==> src/rtl/apb_master_mux.sv <==
// APB4 master with address decode onto NUM_SLAVES one-hot selects, response muxing,
// slave-error reporting, wait-state timeout and decode-error completion.
module apb_master_mux #(
    parameter int ADDR_W        = 32,
    parameter int DATA_W        = 32,
    parameter int NUM_SLAVES    = 4,
    parameter int SLV_SPAN_LOG2 = 12,
    parameter int TIMEOUT       = 16
) (
    input  logic                         PCLK,
    input  logic                         PRESET,
    input  logic                         CMD_VALID,
    output logic                         CMD_READY,
    input  logic                         CMD_WRITE,
    input  logic [ADDR_W-1:0]            CMD_ADDR,
    input  logic [DATA_W-1:0]            CMD_WDATA,
    input  logic [DATA_W/8-1:0]          CMD_STRB,
    output logic                         RSP_VALID,
    output logic [DATA_W-1:0]            RSP_RDATA,
    output logic                         RSP_ERR,
    output logic                         RSP_TIMEOUT,
    output logic [NUM_SLAVES-1:0]        PSEL,
    output logic                         PENABLE,
    output logic [ADDR_W-1:0]            PADDR,
    output logic                         PWRITE,
    output logic [DATA_W-1:0]            PWDATA,
    output logic [DATA_W/8-1:0]          PSTRB,
    input  logic [NUM_SLAVES-1:0]        PREADY,
    input  logic [NUM_SLAVES*DATA_W-1:0] PRDATA,
    input  logic [NUM_SLAVES-1:0]        PSLVERR
);
    localparam int IDX_W = (NUM_SLAVES > 1) ? $clog2(NUM_SLAVES) : 1;
    localparam int CNT_W = (TIMEOUT > 0) ? $clog2(TIMEOUT + 1) : 1;
    localparam logic [CNT_W-1:0] CNT_LAST = CNT_W'((TIMEOUT > 0) ? TIMEOUT - 1 : 0);
    localparam logic [IDX_W:0]   NS       = (IDX_W + 1)'(NUM_SLAVES);

    typedef enum logic [1:0] {IDLE, SETUP, ACCESS} state_t;

    state_t                  state;
    logic [CNT_W-1:0]        cnt;
    logic [IDX_W-1:0]        idx;
    logic                    decode_ok;
    logic [NUM_SLAVES-1:0]   psel_dec;
    logic                    sel_ready;
    logic                    sel_err;
    logic [DATA_W-1:0]       rdata_sel;

    assign idx       = CMD_ADDR[SLV_SPAN_LOG2 +: IDX_W];
    assign decode_ok = ({1'b0, idx} < NS);
    assign CMD_READY = (state == IDLE) && !PRESET;

    for (genvar g = 0; g < NUM_SLAVES; g++) begin : g_dec
        assign psel_dec[g] = (idx == IDX_W'(g));
    end

    // PSEL is one-hot during ACCESS, so AND-OR muxing picks exactly the addressed slave.
    assign sel_ready = |(PREADY & PSEL);
    assign sel_err   = |(PSLVERR & PSEL);

    always_comb begin
        rdata_sel = '0;
        for (int i = 0; i < NUM_SLAVES; i++)
            if (PSEL[i]) rdata_sel = rdata_sel | PRDATA[i*DATA_W +: DATA_W];
    end

    always_ff @(posedge PCLK) begin
        if (PRESET) begin
            state       <= IDLE;
            cnt         <= '0;
            PSEL        <= '0;
            PENABLE     <= 1'b0;
            PADDR       <= '0;
            PWRITE      <= 1'b0;
            PWDATA      <= '0;
            PSTRB       <= '0;
            RSP_VALID   <= 1'b0;
            RSP_RDATA   <= '0;
            RSP_ERR     <= 1'b0;
            RSP_TIMEOUT <= 1'b0;
        end else begin
            RSP_VALID <= 1'b0;
            case (state)
                IDLE: if (CMD_VALID) begin
                    if (decode_ok) begin
                        state  <= SETUP;
                        PSEL   <= psel_dec;
                        PADDR  <= CMD_ADDR;
                        PWRITE <= CMD_WRITE;
                        PWDATA <= CMD_WDATA;
                        PSTRB  <= CMD_WRITE ? CMD_STRB : '0;
                    end else begin
                        // Unmapped window: complete immediately without touching the bus.
                        RSP_VALID   <= 1'b1;
                        RSP_ERR     <= 1'b1;
                        RSP_TIMEOUT <= 1'b0;
                        RSP_RDATA   <= '0;
                    end
                end
                SETUP: begin
                    state   <= ACCESS;
                    PENABLE <= 1'b1;
                    cnt     <= '0;
                end
                ACCESS: begin
                    if (sel_ready) begin
                        state       <= IDLE;
                        PSEL        <= '0;
                        PENABLE     <= 1'b0;
                        RSP_VALID   <= 1'b1;
                        RSP_ERR     <= sel_err;
                        RSP_TIMEOUT <= 1'b0;
                        RSP_RDATA   <= (!PWRITE && !sel_err) ? rdata_sel : '0;
                    end else if (TIMEOUT != 0 && cnt == CNT_LAST) begin
                        state       <= IDLE;
                        PSEL        <= '0;
                        PENABLE     <= 1'b0;
                        RSP_VALID   <= 1'b1;
                        RSP_ERR     <= 1'b1;
                        RSP_TIMEOUT <= 1'b1;
                        RSP_RDATA   <= '0;
                    end else if (cnt != '1) begin
                        cnt <= cnt + 1'b1;
                    end
                end
                default: state <= IDLE;
            endcase
        end
    end
endmodule

==> config.mk <==
export PLATFORM = sky130hd
export DESIGN_NAME = apb_master_mux
export DESIGN_NICKNAME = d
export VERILOG_FILES = /design/src/rtl/apb_master_mux.sv
export SDC_FILE = /design/constraint.sdc
export NUM_CORES = 1
export LEC_CHECK = 0
export CAP_MARGIN = 20
export CORE_AREA = 2 2 124 126
export DETAILED_ROUTE_END_ITERATION = 8
export DIE_AREA = 0 0 126 128
export PLACE_DENSITY_LB_ADDON = 0.15
export SLEW_MARGIN = 20
export SYNTH_ARGS = -nofsm -noshare
export SYNTH_HDL_FRONTEND = slang
export SYNTH_SLANG_ARGS = --single-unit
==> constraint.sdc <==
create_clock -name PCLK -period 2.95 [get_ports PCLK]
set_input_delay 0.885 -clock PCLK [delete_from_list [all_inputs] [get_ports PCLK]]
set_output_delay 0.885 -clock PCLK [all_outputs]
set_load 0.01 [all_outputs]
==> run summary <==
Worst-Skew Late Latency: 410 ps
FF-to-FF End: RSP_RDATA[15]
Overall Power: 4.602 mW
post-CTS setup buffer count: 0
final setup margin: 360.0 ps
worst min path class: reg -> reg
DRT Wirelength: 17750 µm
All-Layer GR Usage: 0.2120
critical path required time: 2070 ps
Yosys cell types: 37
initial antenna violation count: 0
fmax: 0.3861 GHz
met1 usage: 0.2293
Cells after Synth: 569
skew final: 5.797 ps
synth warn: 0
remaining global-route overflow: 0
synthesized area: 4741 µm²
Yosys reg bits: 116
post-route ant nets: 0
fin crit share: 0.8780
count leader, synth: nand2_1
post-route setup TNS: 0 ps
area grow syn2layout: 82.21%
Final Wtd Congestion: 0.8417
Iteration-0 DRC Markers: 186
VDD IR-drop max: 284.8 µV
hpwl dp: 13100 µm
fin crit period: 2590 ps
drt pass-1 iters: 4
WHS Endpoint: PSTRB[0]
Final Non-Filler Cells: 1069
chip height: 128 µm
clk root buf: clkbuf_16
Placed Cells: 1037
Critical R2R Launch: cnt[0]
Setup crit start: PRESET
CTS tree: built
first-pass GRT wire length: 27120 µm
CP max FO: 2
Rel. slew slack: 0.5433
Clock Path Buffers: 2
cell taking the most area after synthesis: dfxtp_1
# IOs: 318
Initial Util: 0.3189
GR peak layer: met2
CTS Hold Bufs: 0
Antenna Cells: 0
core box area: 14860 µm²
Slew Limit Fails: 0
pre-CTS WS: 356.1 ps
GR Util met3: 0.08556
outcome: finished clean
Residual DRC: 0
Tightest Pin Transition: 685.1 ps
Area contributors post-synth: dfxtp_1, nand2_1, a21oi_1
Die W: 126 µm
pwr/cell area: 532.7 nW/µm²
hold path start: PSTRB[0]
Post-Route Utilization: 0.5811
crit start category: primary input
synth cell count leaders: nand2_1, dfxtp_1, a21oi_1
syn_nets: 780
Max H-tree Level: 4
Worst Setup End Kind: primary output
hold depth: 2
LEAKAGE: 3.118 nW
register area share after synthesis: 0.4898
WP data arrival: 1710 ps
Worst R2R Setup Slack: 840 ps
RSZ-0062 raised after global routing: no
vias in the first global route: 5250
wire per inst: 16.60 µm
Avg Vias per Cell: 4.960
I/O Buffers: 317
share of post-route cells with drive strength above 1: 0.05902
post-CTS sizing: 0
die area: 16130 µm²
largest net degree at the start of global routing: 66
NumNets Final: 1079
CTS sink cnt: 116
Crit Path Class: in -> out
Vias: 5302
cell count of the worst reg-to-reg path: 8
fin area: 8638 µm²
Post-Syn Area per Cell: 8.332 µm²
Inserted Clock Buffers: 17
final hold violation count: 0
post-synth top area share: 0.4898
placed cell area: 8028 µm²
Rows: 45
clock slew at reported path FFs: 50 ps
share of flip-flops with an asynchronous set or reset: 0
top_reg_cell synth: dfxtp_1
met2 usage: 0.3707
# setup viols final: 0
number of enable flip-flop cells after synthesis: 0
max cap viols: 0
hold_ws: 448.1 ps
==> how the worst max path moves through the flow <==
stage	endpoint	slack [ps]	depth (start not counted)
finish	CMD_READY	360	3
global placement	CMD_READY	370	3
detailed placement	CMD_READY	360	3
floorplan	CMD_READY	550	3
global route	CMD_READY	290	3
CTS	CMD_READY	340	3
==> report_power, final <==
group	switching, mW	total [mW]	internal, mW
Clock	0.725	2.09	1.36
Combinational	0.343	0.826	0.483
Sequential	0.0431	1.69	1.64
Total	1.11	4.60	3.49
==> registers in the layout, indices dropped and copies added (netlist names) <==
signal       count
state            2
RSP_TIMEOUT      1
RSP_RDATA       32
RSP_ERR          1
PWRITE           1
PSTRB            4
PENABLE          1
PWDATA          32
cnt              5
PSEL             4
RSP_VALID        1
PADDR           32
==> worst max-delay path, cell delays in order <==
cell and delay, ps:
buf_2 100, nor3_1 150, clkdlybuf4s50_1 570
==> layout make-up <==
class	count	area (µm²)
Clock inverter	13	157.7
Inverter	2	7.507
Tap cell	188	235.2
Timing Repair Buffer	329	3296
Multi-Input combinational cell	402	2167
Clock buffer	19	452.9
Sequential cell	116	2322
Fill cell	1329	6226
==> layer usage <==
layer	part of all wire	wire length, µm
met1	0.39	6883
met4	0.022	390
met3	0.099	1752
met5	0	0
met2	0.49	8720
==> kinds of logic after synthesis <==
group           count (synthesis)  share of synthesized area
fa+ha+maj                       3                   0.007919
compound gates                186                     0.2623
flops                         116                     0.4898
xor+xnor                        1                   0.001848
buf+inv                        51                    0.05384
simple gates                  212                     0.1842
==> cells in the final DEF, fill, tap and decap left out, types with 4 or more instances in the layout <==
cell             count
o21ai_1             13
clkinvlp_4           7
a22oi_1              4
nor3_1               6
o21ai_0             20
clkdlybuf4s50_1    316
clkbuf_16           17
nand2_1            172
a21oi_1             76
nand3_1             14
dfxtp_1            116
a221oi_1            31
buf_4                9
a22o_1              34
nor2_1               6
(Power assumes the default switching activity.)
